$ cat config.mk
export PLATFORM = sky130hd
export DESIGN_NAME = parking_spot_allocator_flat
export DESIGN_NICKNAME = d
export VERILOG_FILES = /design/src/rtl/parking_pkg.sv /design/src/rtl/parking_spot_allocator_if.sv /design/src/rtl/parking_spot_allocator_picker.sv /design/src/rtl/parking_spot_allocator.sv /design/src/flat_wrapper.sv
export SDC_FILE = /design/constraint.sdc
export NUM_CORES = 1
export LEC_CHECK = 0
export CAP_MARGIN = 20
export CORE_ASPECT_RATIO = 1.5
export CORE_MARGIN = 5
export CORE_UTILIZATION = 53
export CTS_CLUSTER_DIAMETER = 150
export DETAILED_ROUTE_END_ITERATION = 16
export GPL_TIMING_DRIVEN = 0
export PLACE_DENSITY = 0.87
export SLEW_MARGIN = 20
export SYNTH_ARGS = -nofsm -noshare
export SYNTH_HDL_FRONTEND = slang
export SYNTH_SLANG_ARGS = --single-unit
$ cat constraint.sdc
create_clock -name clk -period 4.4 [get_ports clk]
set_clock_uncertainty 0.1 [all_clocks]
set_input_delay 0.88 -clock clk [delete_from_list [all_inputs] [get_ports clk]]
set_output_delay 0.88 -clock clk [all_outputs]
set_load 0.005 [all_outputs]
$ cat src/rtl/parking_pkg.sv
`default_nettype none
// +----------------------------------------------------------------------+
// | parking_pkg : sizes, FSM encoding and op codes for the spot allocator |
// | Revision    : 1.0                                                     |
// +----------------------------------------------------------------------+
package parking_pkg;
  localparam int N_SPOTS = 8;
  localparam int CNT_W   = 4;

  localparam logic [1:0] S_IDLE    = 2'd0;
  localparam logic [1:0] S_ALLOC   = 2'd1;
  localparam logic [1:0] S_RELEASE = 2'd2;
  localparam logic [1:0] S_RESP    = 2'd3;

  localparam logic OP_ARRIVE = 1'b0;
  localparam logic OP_DEPART = 1'b1;
endpackage
`default_nettype wire

$ cat src/rtl/parking_spot_allocator_if.sv
`default_nettype none
// +----------------------------------------------------------------------+
// | parking_spot_allocator_if : gate handshakes and lot status signals    |
// | Revision                  : 1.0                                       |
// +----------------------------------------------------------------------+
interface parking_spot_allocator_if;
  import parking_pkg::*;

  logic               arrive_req;
  logic               arrive_ack;
  logic               arrive_full;
  logic [N_SPOTS-1:0] park_location;
  logic               depart_req;
  logic [N_SPOTS-1:0] depart_location;
  logic               depart_ack;
  logic               depart_err;
  logic [N_SPOTS-1:0] parking_capacity;
  logic [CNT_W-1:0]   free_count;
  logic               busy;

  modport master (
    output arrive_req, depart_req, depart_location,
    input  arrive_ack, arrive_full, park_location, depart_ack, depart_err,
           parking_capacity, free_count, busy
  );

  modport slave (
    input  arrive_req, depart_req, depart_location,
    output arrive_ack, arrive_full, park_location, depart_ack, depart_err,
           parking_capacity, free_count, busy
  );
endinterface
`default_nettype wire

$ cat src/rtl/parking_spot_allocator_picker.sv
`default_nettype none
// +----------------------------------------------------------------------+
// | lowest_free_picker : one-hot of the lowest clear bit in the bitmap    |
// | Revision           : 1.0                                              |
// +----------------------------------------------------------------------+
module lowest_free_picker
  import parking_pkg::*;
(
  input  logic [N_SPOTS-1:0] occupancy_i,
  output logic [N_SPOTS-1:0] pick_o,
  output logic               any_free_o
);
  // Adding one carries through the trailing ones and lands on the lowest zero.
  assign pick_o     = ~occupancy_i & (occupancy_i + N_SPOTS'(1));
  assign any_free_o = ~&occupancy_i;
endmodule
`default_nettype wire

$ cat src/rtl/parking_spot_allocator.sv
`default_nettype none
// +----------------------------------------------------------------------+
// | parking_spot_allocator : occupancy bitmap owner, arrival/departure FSM|
// | Revision               : 1.0                                          |
// +----------------------------------------------------------------------+
module parking_spot_allocator
  import parking_pkg::*;
(
  input  logic                     clk,
  input  logic                     reset,
  parking_spot_allocator_if.slave  bus
);
  logic [1:0]         state_q, state_d;
  logic               op_q, op_d;
  logic [N_SPOTS-1:0] loc_q, loc_d;
  logic [N_SPOTS-1:0] cap_q, cap_d;
  logic [CNT_W-1:0]   cnt_q, cnt_d;
  logic [N_SPOTS-1:0] park_q, park_d;
  logic               full_q, full_d;
  logic               err_q, err_d;

  logic [N_SPOTS-1:0] pick;
  logic               any_free;
  logic               loc_legal;

  lowest_free_picker u_picker (
    .occupancy_i (cap_q),
    .pick_o      (pick),
    .any_free_o  (any_free)
  );

  assign loc_legal = (loc_q != '0) &&
                     ((loc_q & (loc_q - N_SPOTS'(1))) == '0) &&
                     ((loc_q & cap_q) != '0);

  always_comb begin
    state_d = state_q;
    op_d    = op_q;
    loc_d   = loc_q;
    cap_d   = cap_q;
    cnt_d   = cnt_q;
    park_d  = park_q;
    full_d  = full_q;
    err_d   = err_q;
    case (state_q)
      S_IDLE: begin
        if (bus.depart_req) begin
          loc_d   = bus.depart_location;
          op_d    = OP_DEPART;
          state_d = S_RELEASE;
        end else if (bus.arrive_req) begin
          op_d    = OP_ARRIVE;
          state_d = S_ALLOC;
        end
      end
      S_ALLOC: begin
        if (any_free) begin
          park_d = pick;
          cap_d  = cap_q ^ pick;
          cnt_d  = cnt_q - CNT_W'(1);
          full_d = 1'b0;
        end else begin
          park_d = '0;
          full_d = 1'b1;
        end
        state_d = S_RESP;
      end
      S_RELEASE: begin
        if (loc_legal) begin
          cap_d = cap_q ^ loc_q;
          cnt_d = cnt_q + CNT_W'(1);
          err_d = 1'b0;
        end else begin
          err_d = 1'b1;
        end
        state_d = S_RESP;
      end
      S_RESP:  state_d = S_IDLE;
      default: state_d = S_IDLE;
    endcase
  end

  always_ff @(posedge clk) begin
    if (reset) begin
      state_q <= S_IDLE;
      op_q    <= OP_ARRIVE;
      loc_q   <= '0;
      cap_q   <= '0;
      cnt_q   <= CNT_W'(N_SPOTS);
      park_q  <= '0;
      full_q  <= 1'b0;
      err_q   <= 1'b0;
    end else begin
      state_q <= state_d;
      op_q    <= op_d;
      loc_q   <= loc_d;
      cap_q   <= cap_d;
      cnt_q   <= cnt_d;
      park_q  <= park_d;
      full_q  <= full_d;
      err_q   <= err_d;
    end
  end

  // Status flags are masked by their ack so stale values never leak out.
  assign bus.arrive_ack       = (state_q == S_RESP) && (op_q == OP_ARRIVE);
  assign bus.depart_ack       = (state_q == S_RESP) && (op_q == OP_DEPART);
  assign bus.arrive_full      = bus.arrive_ack & full_q;
  assign bus.depart_err       = bus.depart_ack & err_q;
  assign bus.park_location    = park_q;
  assign bus.parking_capacity = cap_q;
  assign bus.free_count       = cnt_q;
  assign bus.busy             = (state_q != S_IDLE);
endmodule
`default_nettype wire

$ cat src/flat_wrapper.sv
// flat-port wrapper written by rule: the top's interface ports become plain ports
module parking_spot_allocator_flat import parking_pkg::*;
  (clk, reset, bus_arrive_req, bus_depart_req, bus_depart_location, bus_arrive_ack, bus_arrive_full, bus_park_location, bus_depart_ack, bus_depart_err, bus_parking_capacity, bus_free_count, bus_busy);
  parking_spot_allocator_if bus_i ();
  input  logic clk;
  input  logic reset;
  input wire logic [$bits(bus_i.arrive_req)-1:0] bus_arrive_req;
  input wire logic [$bits(bus_i.depart_req)-1:0] bus_depart_req;
  input wire logic [$bits(bus_i.depart_location)-1:0] bus_depart_location;
  output wire logic [$bits(bus_i.arrive_ack)-1:0] bus_arrive_ack;
  output wire logic [$bits(bus_i.arrive_full)-1:0] bus_arrive_full;
  output wire logic [$bits(bus_i.park_location)-1:0] bus_park_location;
  output wire logic [$bits(bus_i.depart_ack)-1:0] bus_depart_ack;
  output wire logic [$bits(bus_i.depart_err)-1:0] bus_depart_err;
  output wire logic [$bits(bus_i.parking_capacity)-1:0] bus_parking_capacity;
  output wire logic [$bits(bus_i.free_count)-1:0] bus_free_count;
  output wire logic [$bits(bus_i.busy)-1:0] bus_busy;
  assign bus_i.arrive_req = bus_arrive_req;
  assign bus_i.depart_req = bus_depart_req;
  assign bus_i.depart_location = bus_depart_location;
  assign bus_arrive_ack = bus_i.arrive_ack;
  assign bus_arrive_full = bus_i.arrive_full;
  assign bus_park_location = bus_i.park_location;
  assign bus_depart_ack = bus_i.depart_ack;
  assign bus_depart_err = bus_i.depart_err;
  assign bus_parking_capacity = bus_i.parking_capacity;
  assign bus_free_count = bus_i.free_count;
  assign bus_busy = bus_i.busy;
  parking_spot_allocator u_core (.clk(clk), .reset(reset), .bus(bus_i));
endmodule
* Word level (Yosys, flattened, before mapping) *
Index checks and enable logic that the tools add are counted.

word-level totals
  register bits after elaboration = 33
  bits of input ports = 12
  output and inout bits = 25
  word-level logic and storage cells = 57

cells by class
  add/subtract/negate cells = 4
  equality and inequality tests = 6
  muxes and demuxes = 14
  bitwise logic cells = 9
  reductions and logical operators = 16

operators with widths
  operator                                                            count
  8-bit bitwise AND                                                   3
  8-bit 2-to-1 mux                                                    3
  8-bit case mux with 2 select lines                                  1
  8-bit nonzero test                                                  2
  8-bit XOR                                                           2
  8-bit by 1-bit adder with 8-bit output, second input constant       1
  8-bit logical NOT                                                   1
  4-bit 2-to-1 mux                                                    2
  8-bit NOT                                                           1
  4-bit case mux with 2 select lines                                  1
  8-bit AND reduction                                                 1
  8-bit by 1-bit subtractor with 8-bit output, second input constant  1
  2-bit case mux with 3 select lines                                  1
  2-bit nonzero test                                                  3
  4-bit by 1-bit adder with 4-bit output, second input constant       1
  2-bit == test, second input constant                                2
  1-bit logical AND                                                   4
  1-bit 2-to-1 mux                                                    4
  2-bit 2-to-1 mux                                                    2
  2-bit AND reduction                                                 2
  4-bit by 1-bit subtractor with 4-bit output, second input constant  1
  3-bit inequality test, second input constant                        1
  3-bit AND reduction                                                 1
  1-bit bitwise AND                                                   2
  other kinds (6)                                                     6

* Logic depth before layout (Yosys ltp) *
  depth in word-level cells = 7
  depth in mapped cells = 8
  gate-level depth less buffers = 8

* Hierarchy *
From an unflattened synthesis, not the netlist that was laid out.

second synthesis, totals
  cell total of the unflattened synthesis = 234
  area total of the unflattened synthesis = 2005.7 um^2

modules (own cells, without submodules)
  module                  instances  cells an instance  area an instance (um^2)  seq. area each (um^2)
  parking_spot_allocator  1          221                1931.9                   660.6
  lowest_free_picker      1          13                 73.8                     0.0

* Worst setup path after synthesis *
Ideal clock, no wire load.

  path kind = register to register
  from = register u_core.cap_q[0], in the netlist u_core.bus.parking_capacity[0]
  to = register u_core.cnt_q[0], in the netlist u_core.bus.free_count[0]
  setup time = 123 ps
  arrival time = 1713 ps
  data required time = 4177 ps
  slack = 2463 ps
  stages on the path, launching flop included = 8
  path buffers = 2
  clock period less this slack = 1937 ps
  path through = dfxtp_1 -> buf_2 -> and4_1 -> buf_2 -> nand4_2 -> and2_0 -> a21oi_2 -> mux2_1

on the way
  longest elaborated chain between the ends = 5
  elaborated cells on any way between the ends = 7
  classes of those cells = eq/ne: 2; bitwise: 1; reduce/logical: 4

RTL lines
  what                                                               RTL line                      source
  start, declared                                                    parking_spot_allocator.sv:16  logic [N_SPOTS-1:0] cap_q, cap_d;
  start signal, assigned                                             parking_spot_allocator.sv:97  cap_q <= cap_d;
  8-bit bitwise AND                                                  parking_spot_allocator.sv:34  ((loc_q & cap_q) != '0);
  8-bit nonzero test                                                 parking_spot_allocator.sv:34
  1-bit logical AND                                                  parking_spot_allocator.sv:33  ((loc_q & (loc_q - N_SPOTS'(1))) == '0) &&
  2-bit by 1-bit inequality test with 1-bit output (no source line)  n/a
  3-bit AND reduction (no source line) (*)                           n/a
  end signal, assigned                                               parking_spot_allocator.sv:89  cnt_q <= CNT_W'(N_SPOTS);
  end signal, assigned                                               parking_spot_allocator.sv:98  cnt_q <= cnt_d;
  end, declared                                                      parking_spot_allocator.sv:17  logic [CNT_W-1:0] cnt_q, cnt_d;

Every way passes the cells marked *; elsewhere a longest branch is shown, timed or not.
A chain may end at the register's enable or synchronous reset.

* Final worst setup path *
  from = register u_core.state_q[1]
  to = output port bus_arrive_full

on the way
  longest elaborated chain between the ends = 3

RTL lines
  what                    RTL line                       source
  start, declared         parking_spot_allocator.sv:13   logic [1:0] state_q, state_d;
  start signal, assigned  parking_spot_allocator.sv:94   state_q <= state_d;
  2-bit == test           parking_spot_allocator.sv:106  assign bus.arrive_ack = (state_q == S_RESP) && (op_q == OP_ARRIVE);
  1-bit logical AND       parking_spot_allocator.sv:106
  1-bit bitwise AND       parking_spot_allocator.sv:108  assign bus.arrive_full = bus.arrive_ack & full_q;
  end, declared           flat_wrapper.sv:11             output wire logic [$bits(bus_i.arrive_full)-1:0] bus_arrive_full;

No other way between the ends.

==> flow_summary.json <==
{
  "grt_pass1_wl_um": 5685,
  "drv_cap": 0,
  "netlist.area_leader.share": 0.4055,
  "core_mm2": 0.002943,
  "drt-vias-per-instance": 5.455,
  "path_clk_slew_ps": 60,
  "ant_nets": 0,
  "grt_pass1_vias": 1267,
  "drt-total-wl_um": 3597,
  "synth.distinct_cells": 39,
  "powerDensity_mw_per_mm2": 397.8,
  "root_buffer": "clkbuf_8",
  "crit_arrival_ps": 1680,
  "yosys.area.top_type": "dfxtp_1",
  "initialDrtViolationCount": 36,
  "syn_nets": 204,
  "wl_per_cell_um": 13.52,
  "cts_resized": 0,
  "fp.dieH_um": 77.90,
  "syn_area_mm2": 0.001629,
  "hp-class": "reg -> reg",
  "place_ws_ps": 2005,
  "gp_congestion": 0.8528,
  "synth_edf_count": 0,
  "cts_hold_buf": 0,
  "startpoint_type": "flop",
  "die_area_mm2": 0.004305,
  "diodes": 0,
  "setup_tns_ps": 0,
  "post-cts-setup-buffers": 0,
  "antenna_found_initial": 0,
  "hold_violations": 0,
  "cts_sinks": 33,
  "clock_path_buffers": 2,
  "layout.nets": 246,
  "syn_to_final_growth_pct": 29.80,
  "drc": 0,
  "layout_common_cells": "35 x clkdlybuf4s50_1, 33 x dfxtp_1, 24 x a21oi_1",
  "peakVddDrop_mv": 0.2923,
  "power_leakage_nw": 0.7874,
  "grt_max_degree": 11,
  "cts_tree": "done",
  "synthArstFlopShare": 0,
  "start_util": 0.5536,
  "clk_latency_ps": 280,
  "dp.final_hpwl_um": 2776,
  "outcome": "complete, no violations",
  "path_max_fanout": 4,
  "syn_area_per_cell_um2": 8.806,
  "min_period_over_period": 0.6056,
  "min_period_ps": 2665,
  "ys_seq_area_frac": 0.4055,
  "synth_seq_cells": 33,
  "rows": 24,
  "fin_ws_ps": 1735,
  "synth_area_leaders": "dfxtp_1 41%, a21oi_1 7.4%, a211oi_1 5.1%",
  "syn_inst": 185,
  "cts_buffers": 5,
  "gr-total-overflow": 0,
  "worst_hold_slack_ps": 366.3,
  "synthFlopType": "dfxtp_1",
  "dr.pass1.iters": 4,
  "yosysWarnings": 0,
  "rsz0062_at_grt": "no",
  "vias": 1451,
  "grtUsageTotal": 0.1681,
  "cts_htree_levels": 2,
  "max_freq_ghz": 0.3753,
  "drive_gt1_frac": 0.07048,
  "worst_pin_slew_ps": 530.5,
  "io_pins": 37,
  "setup_viol": 0,
  "end_kind": "output port",
  "worstSetupPathType": "reg -> out",
  "slew_headroom": 0.6463,
  "die_w_um": 55.27,
  "io_buffers": 35,
  "drv_slew": 0,
  "required_ps": 3420,
  "final_common_cell": "clkdlybuf4s50_1"
}
-- final timing paths --
| path | cells past startpoint | startpoint | slack (ps) | to |
|---|---|---|---|---|
| hold reg to reg | 2 | u_core.bus.park_location[4]$_SDFFE_PP0P_ | 370 | u_core.bus.park_location[4]$_SDFFE_PP0P_ |
| setup / recovery | 4 | u_core.state_q[1]$_SDFFE_PP0P_ | 1740 | bus_arrive_full |
| setup reg to reg | 7 | u_core.state_q[1]$_SDFFE_PP0P_ | 2120 | u_core.bus.free_count[2]$_SDFFE_PP0P_ |
| hold / removal | 2 | u_core.bus.park_location[4]$_SDFFE_PP0P_ | 370 | u_core.bus.park_location[4]$_SDFFE_PP0P_ |
-- through the flow --
stage	instances	cell area, um^2	utilization	power [W]
after detailed placement	259	2028	0.6892	0.0006274
after floorplan	185	1629	-	0.0005389
after CTS	266	2115	0.7185	0.0008503
after global placement	259	2028	0.6892	0.0006143
final	266	2115	0.7185	0.0008412
after global routing	266	2115	0.7185	0.0008947
-- critical path: stages, from the launching register on --
cell and delay [ps]:
dfxtp_1 380, ha_1 200, nor2b_1 190, and2_1 140, clkdlybuf4s50_1 490
-- routing by layer --
metal / part of all wire / track usage / up-vias
met5: 0 / 0 / -
met4: 0.022 / 0.08759 / 0
met3: 0.057 / 0.04319 / 6
met2: 0.54 / 0.3235 / 34
met1: 0.38 / 0.1592 / 666
li1: - / - / 745
-- Yosys cell counts (2+ instances only) --
| cell | instances |
|---|---|
| a21oi_1 | 24 |
| dfxtp_1 | 33 |
| and2_1 | 4 |
| ha_1 | 6 |
| mux2_1 | 2 |
| a211oi_1 | 11 |
| mux2i_1 | 2 |
| and3_1 | 5 |
| xnor2_1 | 2 |
| nor3_1 | 6 |
| buf_2 | 3 |
| nand2_1 | 11 |
| nor2_1 | 8 |
| nand3_1 | 10 |
| nand3b_1 | 4 |
| nand2b_1 | 10 |
| clkbuf_1 | 6 |
| nor2b_1 | 5 |
| buf_1 | 2 |
| a22oi_1 | 2 |
| inv_1 | 6 |
| nand4b_1 | 3 |
| a31oi_1 | 4 |
-- state kept, by name, indices dropped and copies added, names as in the netlist --
register                     count
u_core.bus.park_location         8
u_core.bus.parking_capacity      8
u_core.loc_q                     8
u_core.bus.free_count            4
u_core.state_q                   2
u_core.err_q                     1
u_core.full_q                    1
u_core.op_q                      1
-- report_power, final --
group          switching (W)  internal [W]  total [W]
logic               0.000129      0.000122   0.000251
clock network      0.0000993      0.000124   0.000223
registers          0.0000361      0.000331   0.000367
-- cell type report --
class                      instances  area, um^2
multi-input combinational        135       900.9
fill                             266       828.3
inverter                           6       22.52
buffer                            11       45.04
clock buffer                       7       86.33
sequential                        33       660.6
tap                               39       48.80
timing repair buffer              35       350.3
-- cell families (layout without fill, tap and decap cells) --
group,Yosys count,in the layout,synth area share
compound gates,51,51,0.2104
mux,4,4,0.02611
fa+ha+maj,7,7,0.05837
flops,33,33,0.4055
buf+inv,17,59,0.04147
simple gates,71,71,0.2473
xor+xnor,2,2,0.01075
(Power assumes the default switching activity.)
